File: src/rtl/thresh_pwm_pkg.sv
// Shared widths, reset defaults and duty encoding for the threshold PWM encoder.
package thresh_pwm_pkg;

  localparam int unsigned CNT_W     = 10;
  localparam int unsigned PERIOD    = 1024;
  localparam int unsigned TH_W      = 8;
  localparam int unsigned PHASE_OFS = 512;

  localparam logic [TH_W-1:0] DEF_VIH  = 8'hAA;
  localparam logic [TH_W-1:0] DEF_VIL  = 8'h55;
  localparam logic [1:0]      DUTY_LSB = 2'b10;

  typedef struct packed {
    logic [TH_W-1:0] vih;
    logic [TH_W-1:0] vil;
  } thresh_t;

  localparam thresh_t DEF_THRESH = '{vih: DEF_VIH, vil: DEF_VIL};

  // Half-LSB offset keeps the receiver's recovered bits [9:2] centred with +/-1 clk margin.
  function automatic logic [CNT_W-1:0] duty_of(input logic [TH_W-1:0] th);
    return {th, DUTY_LSB};
  endfunction

endpackage

File: src/rtl/thresh_pwm_pwm10.sv
// One PWM channel: registered compare of the shared period count against a duty.
module pwm10
  import thresh_pwm_pkg::*;
(
  input  logic             clk,
  input  logic             rst_n,
  input  logic [CNT_W-1:0] cnt,
  input  logic [CNT_W-1:0] duty,
  output logic             pwm
);

  always_ff @(posedge clk or negedge rst_n) begin
    if (!rst_n) begin
      pwm <= 1'b0;
    end else begin
      pwm <= (cnt < duty);
    end
  end

endmodule

File: src/rtl/thresh_pwm.sv
// Encodes VIH/VIL thresholds as two 1024-clk PWM streams with period-aligned updates.
// Optional THRESH_PWM_PHASE_OFFSET_EN shifts the VIL channel by half a period.
module thresh_pwm
  import thresh_pwm_pkg::*;
(
  input  logic            clk,
  input  logic            rst_n,
  input  logic [TH_W-1:0] VIH,
  input  logic [TH_W-1:0] VIL,
  input  logic            thresh_wrt,
  output logic            VIH_PWM,
  output logic            VIL_PWM,
  output logic            settled,
  output logic            err
);

  localparam logic [CNT_W-1:0] CNT_LAST = CNT_W'(PERIOD - 1);

  logic [CNT_W-1:0] cnt;
  logic [CNT_W-1:0] cnt_vil;
  thresh_t          act;
  thresh_t          pend_val;
  thresh_t          req;
  logic             pend;
  logic             armed;
  logic             boundary;
  logic             accept;

  assign req      = '{vih: VIH, vil: VIL};
  assign boundary = (cnt == CNT_LAST);
  assign accept   = thresh_wrt && (VIL <= VIH);

  // armed: values were transferred at the last boundary; settle after one more full period.
  always_ff @(posedge clk or negedge rst_n) begin
    if (!rst_n) begin
      cnt      <= '0;
      act      <= DEF_THRESH;
      pend_val <= DEF_THRESH;
      pend     <= 1'b0;
      armed    <= 1'b1;
      settled  <= 1'b0;
      err      <= 1'b0;
    end else begin
      cnt <= cnt + CNT_W'(1);
      err <= thresh_wrt && !accept;
      if (boundary) begin
        if (accept) begin
          act      <= req;
          pend_val <= req;
          pend     <= 1'b0;
          settled  <= 1'b0;
          armed    <= 1'b1;
        end else if (pend) begin
          act   <= pend_val;
          pend  <= 1'b0;
          armed <= 1'b1;
        end else if (armed) begin
          settled <= 1'b1;
          armed   <= 1'b0;
        end
      end else if (accept) begin
        pend_val <= req;
        pend     <= 1'b1;
        settled  <= 1'b0;
        armed    <= 1'b0;
      end
    end
  end

`ifdef THRESH_PWM_PHASE_OFFSET_EN
  assign cnt_vil = cnt + CNT_W'(PHASE_OFS);
`else
  assign cnt_vil = cnt;
`endif

  pwm10 u_vih (
    .clk  (clk),
    .rst_n(rst_n),
    .cnt  (cnt),
    .duty (duty_of(act.vih)),
    .pwm  (VIH_PWM)
  );

  pwm10 u_vil (
    .clk  (clk),
    .rst_n(rst_n),
    .cnt  (cnt_vil),
    .duty (duty_of(act.vil)),
    .pwm  (VIL_PWM)
  );

endmodule

File: config.mk
export PLATFORM = sky130hd
export DESIGN_NAME = thresh_pwm
export DESIGN_NICKNAME = d
export VERILOG_FILES = /design/src/rtl/thresh_pwm_pkg.sv /design/src/rtl/thresh_pwm_pwm10.sv /design/src/rtl/thresh_pwm.sv
export SDC_FILE = /design/constraint.sdc
export NUM_CORES = 1
export LEC_CHECK = 0
export BUFFER_PORTS_ARGS = -buffer_cell sky130_fd_sc_hd__buf_4
export CORE_MARGIN = 2
export CORE_UTILIZATION = 40
export CTS_CLUSTER_SIZE = 12
export DETAILED_ROUTE_END_ITERATION = 8
export PLACE_DENSITY_LB_ADDON = 0.3
export SLEW_MARGIN = 25
export SYNTH_ARGS = -nofsm -noshare
export SYNTH_HDL_FRONTEND = slang
export SYNTH_SLANG_ARGS = --single-unit
File: constraint.sdc
create_clock -name clk -period 1.6 [get_ports clk]
set_clock_uncertainty 0.1 [all_clocks]
set_input_delay 0.08 -clock clk [delete_from_list [all_inputs] [get_ports clk]]
set_output_delay 0.08 -clock clk [all_outputs]
set_load 0.01 [all_outputs]
==> flow_summary.yaml, run 1 <==
worst_setup_path:
  endpoint_kind: "register"
  crit_chain: "nand3_2 > nor3_4 > buf_6 > buf_12 > nand3_1 > o32a_1 > nand3_1"
  critPathSlowestCell: "dfrtp_1"
  worstSetupPathType: "reg2reg"
  cp-start-kind: "register"
  path_max_fanout: 15
  required_ps: 1750
  critPathMaxStageDelay_ps: 440
  cp_data_arrival_time_ps: 1870
  crit_top_cell: "nand3_1"
pwr:
  p_per_area_nw_per_um2: 634
  p_clk_share_pct: 28.6
  p_int_mw: 1.95
  ir_drop_v: 0.000474
  swShare_pct: 27.8
  p_leak_nw: 1.94
  p_comb_share_pct: 20.0
  p_seq_share_pct: 51.4
  p_switching_mw: 0.753
yosys:
  synth_cells: 285
  synth_area_per_cell_um2: 10.2
  seq_area_frac_synth_pct: 42.2
  yosysWarnings: 0
  synth_fp_nets: 329
  yosysTopAreaCell: "dfrtp_1"
  synth_top_cell_area_share_pct: 26.8
  syn-cell-area_um2: 2890
  synth.distinct_cells: 37
  synthTopCellsByArea: "dfrtp_1 27%, dfstp_2 15%, ha_1 11%"
  ys_seq_elements: 48
global_route:
  antenna_found_initial: 0
  grt_pass1_vias: 2578
  grt_max_degree: 50
  grt.total_usage_pct: 20.6
  grt_pass1_wl_um: 12700
  overflow: 0
timing:
  slew_violations: 0
  totalNegativeSetupSlack_ps: -1690
  fin_hold_ws_ps: 11.8
  rsz0062_at_grt: "yes"
  slew-limit-headroom_pct: 58.7
  min_period_ps: 1720
  period_share_pct: 107
  clock.fmax_mhz: 582
  hold_viol: 0
  worst_pin_slew_ps: 619
  setup_viol: 18
  fin_ws_ps: -119
route:
  routed_via_density: 5.40
  wl_um: 7620
  drtAntennaViolNets: 0
  drt_first_pass_iters: 4
  dr_total_vias: 2598
  drt_iter0_drc: 168
  post_drt_wl_per_cell_um: 15.8
  drc_errors: 0
cts:
  clk_pin_slew_ps: 100
  numCtsBuffers: 5
  clock-sinks: 48
  h-tree-depth: 2
  clk_root_buffer_cell: "clkbuf_8"
  clk_path_buf_depth: 2
  clock_latency_ps: 310
  tritoncts: "yes"
place:
  dp_hpwl_um: 5040
  port_buffers: 22
  place_inst: 447
  gp_congestion: 0.773
floorplanning:
  start_util_pct: 40.6
  die_h_um: 89.1
  core_area_um2: 7140
  die_w_um: 89.1
  fp-row-count: 31
  ioPinCount: 23
  fp.dieArea_um2: 7930
cells_and_area:
  layout.nets: 425
  register_area_um2: 1220
  n_fill_cell: 617
  layout-drive-gt1-share_pct: 45.3
  syn_to_final_growth_pct: 47.5
  multi_input_area_um2: 1770
  n_antenna_cell: 0
  final_cells: 481
flow_run:
  drv_cap: 0
status:
  violations: "setup timing"
  status: "finished, violations left"
hold_path:
  hold_path.class: "in2reg"
[power by group through the flow]
stage / Sequential (mW) / Clock [mW] / Combinational, mW
after global placement: 1.41 / 0 / 0.483
after global routing: 1.40 / 0.839 / 0.589
after floorplan: 1.39 / 0 / 0.299
after detailed placement: 1.41 / 0 / 0.496
after CTS: 1.39 / 0.784 / 0.512
final: 1.39 / 0.774 / 0.540
[final timing paths]
check                      cells after the start   startpoint     endpoint  slack, ps
setup / recovery                               7       cnt[5]      act[11]       -120
hold / removal                                 4       VIH[4]      act[12]         10
setup reg to reg                               7       cnt[5]      act[11]       -120
hold reg to reg                                2  pend_val[0]  pend_val[0]        400
max in group asynchronous                      2        rst_n       cnt[4]        750
min in group asynchronous                      2        rst_n       cnt[3]        220
[kinds of logic (layout without fill, tap and decap cells)]
family,after synthesis,count (layout),share of synthesized area [%]
and+or+nand+nor,86,87,17.0
AOI/OAI and AO/OA,66,66,17.5
DFF,48,48,42.2
buffers and inverters,44,140,6.96
adders and majority gates,25,25,10.8
xor gates and xnor gates,8,8,2.42
muxes,8,8,3.11
[placed cells by master, fill, tap and decap left out, types with 2 or more instances in the layout]
| cell type | netlist | final |
|---|---|---|
| buf_4 | 1 | 86 |
| nand3_1 | 45 | 42 |
| dfrtp_1 | 31 | 29 |
| inv_1 | 25 | 18 |
| o211ai_1 | 17 | 17 |
| dfstp_2 | 17 | 17 |
| or4_1 | 16 | 16 |
| o32a_1 | 16 | 16 |
| ha_1 | 25 | 15 |
| ha_4 | 0 | 10 |
| o21ai_0 | 11 | 9 |
| dlygate4sd3_1 | 0 | 9 |
| mux2_4 | 0 | 7 |
| clkbuf_8 | 0 | 6 |
| inv_2 | 0 | 5 |
| xnor2_1 | 5 | 5 |
| a21o_1 | 5 | 5 |
| buf_6 | 3 | 5 |
| buf_12 | 0 | 5 |
| nand4_1 | 4 | 4 |
| a21oi_1 | 8 | 4 |
| a21oi_2 | 0 | 4 |
| nand3_2 | 0 | 3 |
| nor2_1 | 7 | 3 |
| nand2_1 | 4 | 3 |
| xor2_1 | 3 | 3 |
| nor2_2 | 0 | 2 |
| nand2_4 | 0 | 2 |
| nor2b_1 | 2 | 2 |
| nor2_4 | 0 | 2 |
| a31oi_1 | 2 | 2 |
| nor3b_1 | 2 | 2 |
| clkinv_2 | 0 | 2 |
| dfrtp_2 | 0 | 2 |
[through the flow]
| step | worst slack (ps) | instance area [um^2] | utilization (%) | power [mW] |
|---|---|---|---|---|
| 6_report | -119 | 4270 | 59.8 | 2.71 |
| 5_1_grt | -200 | 4270 | 59.8 | 2.83 |
| 4_1_cts | -121 | 4140 | 58.0 | 2.69 |
| 3_5_place_dp | -322 | 3720 | 52.2 | 1.90 |
| 3_3_place_gp | -286 | 3720 | 52.2 | 1.89 |
| 2_1_floorplan | -136 | 3030 | - | 1.69 |
[repair_timing]
action	4_1_cts	5_1_grt
gates cloned	2	1
hold endpoints to repair	38	1
pin swaps	14	13
buffers inserted	9	5
hold buffers	8	1
endpoints found under the setup margin	20	28
gates resized for setup	27	13
[critical path: cells and delay by family (launching register included)]
family	cells	cell delay (ps)
and+or+nand+nor	4	560
AOI/OAI and AO/OA	1	290
DFF	1	440
buffers and inverters	2	260
[per-layer routing]
| metal | vias up | global-route usage, % | share of wire [%] |
|---|---|---|---|
| met1 | 1267 | 29.3 | 47 |
| met5 | - | 0 | 0 |
| met4 | 0 | 4.34 | 0.92 |
| met3 | 8 | 3.88 | 3.3 |
| met2 | 50 | 32.8 | 48 |
| li1 | 1273 | - | - |
[synthesized netlist by cell type]
library cell / instances
o211ai_1: 17
dfrtp_1: 31
xnor2_1: 5
nor3b_1: 2
nand2_2: 1
nand2b_1: 1
a21oi_1: 8
a31o_2: 1
mux2_2: 8
or4_1: 16
inv_1: 25
ha_1: 25
nand2_1: 4
a2111oi_0: 1
o211ai_2: 1
a211o_1: 1
nor2b_1: 2
a21o_1: 5
nand4_1: 4
o21a_1: 1
buf_2: 8
dfstp_2: 17
o32a_1: 16
nor2_1: 7
a32o_1: 1
a31oi_1: 2
and4_4: 1
a32oi_2: 1
xor2_1: 3
buf_4: 1
clkbuf_1: 7
nor3_2: 1
nand3_1: 45
or3_1: 1
buf_6: 3
nand4_2: 1
o21ai_0: 11
[layout make-up]
class / instances / area share, %
Clock buffer: 6 / 1.93
Clock inverter: 2 / 0.234
Inverter: 25 / 2.55
Multi-Input combinational cell: 194 / 41.4
Sequential cell: 48 / 28.7
Tap cell: 99 / 2.90
Timing Repair Buffer: 107 / 22.3
[sequential cells by signal, summed over array words and instances, names as in the netlist]
register and cells:
act 16, pend_val 16, armed 1, cnt 10
err 1, pend 1, u_vih.pwm 1, settled 1
u_vil.pwm 1
No activity file was read; power rests on OpenSTA's default activity.
==> run 2: changes to the inputs <==
--- a/config.mk
+++ b/config.mk
@@ -5,9 +5,9 @@
 export SDC_FILE = /design/constraint.sdc
 export NUM_CORES = 1
 export LEC_CHECK = 0
-export BUFFER_PORTS_ARGS = -buffer_cell sky130_fd_sc_hd__buf_4
+export BUFFER_PORTS_ARGS = -buffer_cell sky130_fd_sc_hd__buf_2
 export CORE_MARGIN = 2
-export CORE_UTILIZATION = 40
+export CORE_UTILIZATION = 54
 export CTS_CLUSTER_SIZE = 12
 export DETAILED_ROUTE_END_ITERATION = 8
 export PLACE_DENSITY_LB_ADDON = 0.3
==> constraint.sdc (replaced) <==
create_clock -name clk -period 1.4 [get_ports clk]
set_clock_uncertainty 0.1 [all_clocks]
set_input_delay 0.07 -clock clk [delete_from_list [all_inputs] [get_ports clk]]
set_output_delay 0.07 -clock clk [all_outputs]
set_load 0.01 [all_outputs]
==> flow_summary.yaml, run 2 (synthesized netlist as in run 1, its figures left out) <==
status:
  status: "finished, violations left"
  violations: "setup timing"
timing:
  clock.fmax_mhz: 504
  min_period_ps: 1980
  rsz0062_at_grt: "yes"
  slew_violations: 0
  setup_viol: 39
  worst_pin_slew_ps: 404
  period_share_pct: 142
  totalNegativeSetupSlack_ps: -11840
  fin_ws_ps: -584
  slew-limit-headroom_pct: 73.0
  hold_viol: 0
worst_setup_path:
  endpoint_kind: "register"
  required_ps: 1520
  cp-start-kind: "register"
  path_max_fanout: 2
  cp_data_arrival_time_ps: 2100
  worstSetupPathType: "reg2reg"
cts:
  clk_pin_slew_ps: 90
  clk_root_buffer_cell: "clkbuf_8"
  numCtsBuffers: 5
  clock_latency_ps: 310
  h-tree-depth: 2
  clk_path_buf_depth: 2
  clock-sinks: 48
  tritoncts: "yes"
route:
  drc_errors: 0
  drt_first_pass_iters: 6
  drt_iter0_drc: 514
  routed_via_density: 7.18
  wl_um: 13500
  dr_total_vias: 3376
  drtAntennaViolNets: 0
  post_drt_wl_per_cell_um: 28.7
global_route:
  grt_pass1_vias: 3304
  grt_pass1_wl_um: 17700
  grt_max_degree: 49
  antenna_found_initial: 0
  grt.total_usage_pct: 39.2
  overflow: 0
cells_and_area:
  syn_to_final_growth_pct: 63.0
  n_antenna_cell: 0
  final_cells: 470
  layout.nets: 443
  final_cell_mix: "72 x buf_4, 29 x nand3_1, 28 x dfrtp_1"
  final_common_cell: "buf_4"
  top_regs: "act: 16 flops, pend_val: 16 flops, cnt: 10 flops"
  final_util_pct: 91.8
  final_area_um2: 4720
  layout-drive-gt1-share_pct: 57.5
floorplanning:
  fp-row-count: 26
  die_w_um: 77.2
  start_util_pct: 56.3
  ioPinCount: 23
  core_area_um2: 5140
  fp.dieArea_um2: 5960
  die_h_um: 77.2
place:
  port_buffers: 22
  placed_area_um2: 3690
  place_inst: 424
  dp_hpwl_um: 5110
  gp_congestion: 0.795
hold_path:
  hold_path.class: "in2reg"
pwr:
  p_leak_nw: 2.09
  ir_drop_v: 0.000635
  p_total_mw: 3.44
  p_per_area_nw_per_um2: 730
flow_run:
  drv_cap: 0
run 2: changes by cell type in the layout (fill, tap and decap cells not counted), moves of 3 or more:
cell | previous run | this run
nand3_2 | 3 | 14
a21oi_1 | 4 | 1
nand3_1 | 42 | 29
o21ai_0 | 9 | 0
buf_6 | 5 | 17
buf_2 | 0 | 12
buf_4 | 86 | 72
ha_1 | 15 | 8
buf_8 | 0 | 5
o21ai_2 | 1 | 9
ha_4 | 10 | 16
run 2: critical path: stages, from the launching register on:
cell     delay (ps)
dfrtp_1         410
ha_4            170
nand2_4          70
buf_4           140
buf_6           110
or3_4           410
nor2_4          160
a21oi_2         100
nor2_1          220
run 2: repair_timing:
action / 4_1_cts / 5_1_grt
hold buffers: 9 / 0
hold endpoints to repair: 56 / 0
pin swaps: 27 / 29
buffers inserted: 15 / 9
gates resized for setup: 81 / 48
gates cloned: 7 / 0
setup endpoints to repair: 38 / 40
run 2: cell type report:
cell class,count,area (um^2)
clock buffer,7,86.3
sequential,48,1230
fill,173,423
tap,70,87.6
multi-input combinational,195,2030
timing repair buffer,124,1160
clock inverter,1,7.51
inverter,25,114
run 2: final timing paths:
check	cells after the start	slack (ps)	end	start
setup / recovery	8	-580	settled	cnt[0]
hold / removal	3	8	pend_val[4]	VIL[4]
setup reg to reg	8	-580	settled	cnt[0]
hold reg to reg	2	410	pend_val[11]	pend_val[11]
max in group asynchronous	3	740	act[15]	rst_n
min in group asynchronous	3	160	cnt[0]	rst_n
run 2: metal layers:
metal	part of all wire (%)	vias up	global-route usage, %
li1	-	1316	-
met1	34	1542	44.6
met2	45	385	67.1
met3	12	133	8.35
met4	9.2	0	23.9
met5	0	-	0
run 2: where the power goes:
part	internal, mW	total (mW)	switching, mW
Combinational	0.436	0.902	0.467
Sequential	1.53	1.63	0.105
Clock	0.403	0.908	0.505
Total	2.37	3.44	1.08
run 2: stage by stage:
stage	hold slack, ps	setup WS [ps]
6_report	7.62	-584
3_5_place_dp	-29.9	-563
4_1_cts	1.06	-337
3_3_place_gp	-26.2	-520
5_1_grt	11.0	-534
2_1_floorplan	-326	-326
==> run 3: changes to the inputs <==
==> constraint.sdc (replaced) <==
create_clock -name clk -period 1.4 [get_ports clk]
set_clock_uncertainty 0.1 [all_clocks]
set_input_delay 0.14 -clock clk [delete_from_list [all_inputs] [get_ports clk]]
set_output_delay 0.14 -clock clk [all_outputs]
set_load 0.01 [all_outputs]
==> flow_summary.yaml, run 3 (synthesized netlist as in run 1, its figures left out) <==
status:
  status: "finished, violations left"
  violations: "setup timing"
worst_setup_path:
  cp_num_buf_inv: 4
  endpoint: "act[9]"
  critPathSlowestCell: "o211ai_1"
  crit_start: "VIH[1]"
  critPathMaxStageDelay_ps: 390
  path_delay_family: "simple AND/OR/NAND/NOR gates"
  r2r_slack_ps: -490
  crit_top_cell: "buf_4"
  cp.depth: 10
  worstSetupPathType: "in2reg"
  cp-start-kind: "input pin"
  endpoint_kind: "register"
  regToRegEndpoint: "act[9]"
  required_ps: 1510
  r2r_cells: 8
  cp_data_arrival_time_ps: 2000
  crit-reg2reg-launch: "cnt[1]"
  path_max_fanout: 8
  crit_chain: "buf_4 > inv_4 > ha_4 > nor2b_4 > o211ai_1 > buf_4 > and4_4 > buf_4 > o211ai_1 > nand3_2"
flow_run:
  drv_cap: 0
timing:
  slew-limit-headroom_pct: 67.7
  fin_ws_ps: -496
  slew_violations: 0
  worst_pin_slew_ps: 484
  setup_viol: 43
  fin_hold_ws_ps: 16.3
  hold_viol: 0
  period_share_pct: 135
  rsz0062_at_grt: "yes"
  min_period_ps: 1900
  clock.fmax_mhz: 527
global_route:
  antenna_found_initial: 0
  grt_pass1_vias: 3217
  overflow: 0
  grt.total_usage_pct: 36.7
  grt_pass1_wl_um: 16700
  grt_max_degree: 38
cells_and_area:
  top_regs: "act: 16 flops, pend_val: 16 flops, cnt: 10 flops"
  final_cell_mix: "76 x buf_4, 30 x dfrtp_1, 28 x nand3_1"
  final_cells: 477
  layout.nets: 450
  n_antenna_cell: 0
  final_util_pct: 92.0
  final_area_um2: 4730
  layout-drive-gt1-share_pct: 56.3
  final_common_cell: "buf_4"
  n_fill_cell: 169
  syn_to_final_growth_pct: 63.5
place:
  dp_hpwl_um: 5170
  place_inst: 421
  placed_area_um2: 3660
  port_buffers: 22
  gp_congestion: 0.804
route:
  drc_errors: 0
  drtAntennaViolNets: 0
  drt_first_pass_iters: 6
  dr_total_vias: 3472
  drt_iter0_drc: 528
  post_drt_wl_per_cell_um: 28.9
  routed_via_density: 7.28
  wl_um: 13800
floorplanning:
  ioPinCount: 23
  die_h_um: 77.2
  fp-row-count: 26
  die_w_um: 77.2
  core_area_um2: 5140
  fp.dieArea_um2: 5960
  start_util_pct: 56.3
pwr:
  ir_drop_v: 0.000652
  p_per_area_nw_per_um2: 721
  p_leak_nw: 2.13
  p_total_mw: 3.41
cts:
  clk_pin_slew_ps: 90
  clock-sinks: 48
  clk_root_buffer_cell: "clkbuf_8"
  clk_path_buf_depth: 2
  h-tree-depth: 2
  tritoncts: "yes"
  numCtsBuffers: 5
  clock_latency_ps: 320
hold_path:
  hold_path.class: "in2reg"
run 3: cell types whose count changed in the layout (fill, tap and decap cells not counted), moves of 3 or more:
| cell | previous run | this run |
|---|---|---|
| buf_4 | 72 | 76 |
| clkbuf_16 | 0 | 4 |
| ha_4 | 16 | 13 |
| nand3_2 | 14 | 17 |
| buf_6 | 17 | 12 |
| o21ai_2 | 9 | 6 |
| ha_1 | 8 | 11 |
| buf_12 | 6 | 10 |
| buf_8 | 5 | 2 |
run 3: worst min path at each step:
stage,start,to,slack (ps),depth (start not counted)
2_1_floorplan,rst_n,act[10],-260,0
3_3_place_gp,rst_n,cnt[0],-50,1
3_5_place_dp,rst_n,cnt[1],-60,1
4_1_cts,VIH[6],act[14],20,3
5_1_grt,VIH[2],pend_val[10],20,3
6_report,VIH[2],pend_val[10],20,3
run 3: stage by stage:
step | setup TNS (ps) | worst slack (ps)
after floorplan | -12090 | -396
after global placement | -20040 | -603
after detailed placement | -21730 | -671
after CTS | -7030 | -306
after global routing | -14020 | -528
final | -12410 | -496
run 3: report_power, final:
part	total, mW	internal [mW]	switching, mW
clock network	0.871	0.353	0.518
registers	1.63	1.53	0.0992
logic	0.915	0.440	0.474
total	3.41	2.32	1.09
run 3: area by class of cell:
type,count,area (um^2),share of cell area [%]
multi-input combinational,197,1970,41.7
inverter,25,114,2.41
sequential,48,1220,25.9
tap,70,87.6,1.85
clock buffer,7,76.3,1.61
clock inverter,1,5.00,0.106
timing repair buffer,129,1250,26.4
run 3: what timing repair did:
item	CTS	global route
gates cloned	6	5
setup buffers	14	16
gates resized for setup	76	36
setup endpoints to repair	40	42
hold buffers	9	0
pin swaps	28	41
endpoints found under the hold margin	39	0
run 3: routing by layer:
| layer | vias up | GRT usage [%] | routed length, um |
|---|---|---|---|
| met5 | - | 0 | 0 |
| met3 | 140 | 7.76 | 1700 |
| met1 | 1630 | 44.6 | 4720 |
| met4 | 0 | 18.8 | 1140 |
| li1 | 1325 | - | - |
| met2 | 377 | 61.3 | 6220 |
run 3: tightest hold or removal path: stages:
cell     delay [ps]
buf_2           120
inv_2            80
o21ai_2          70
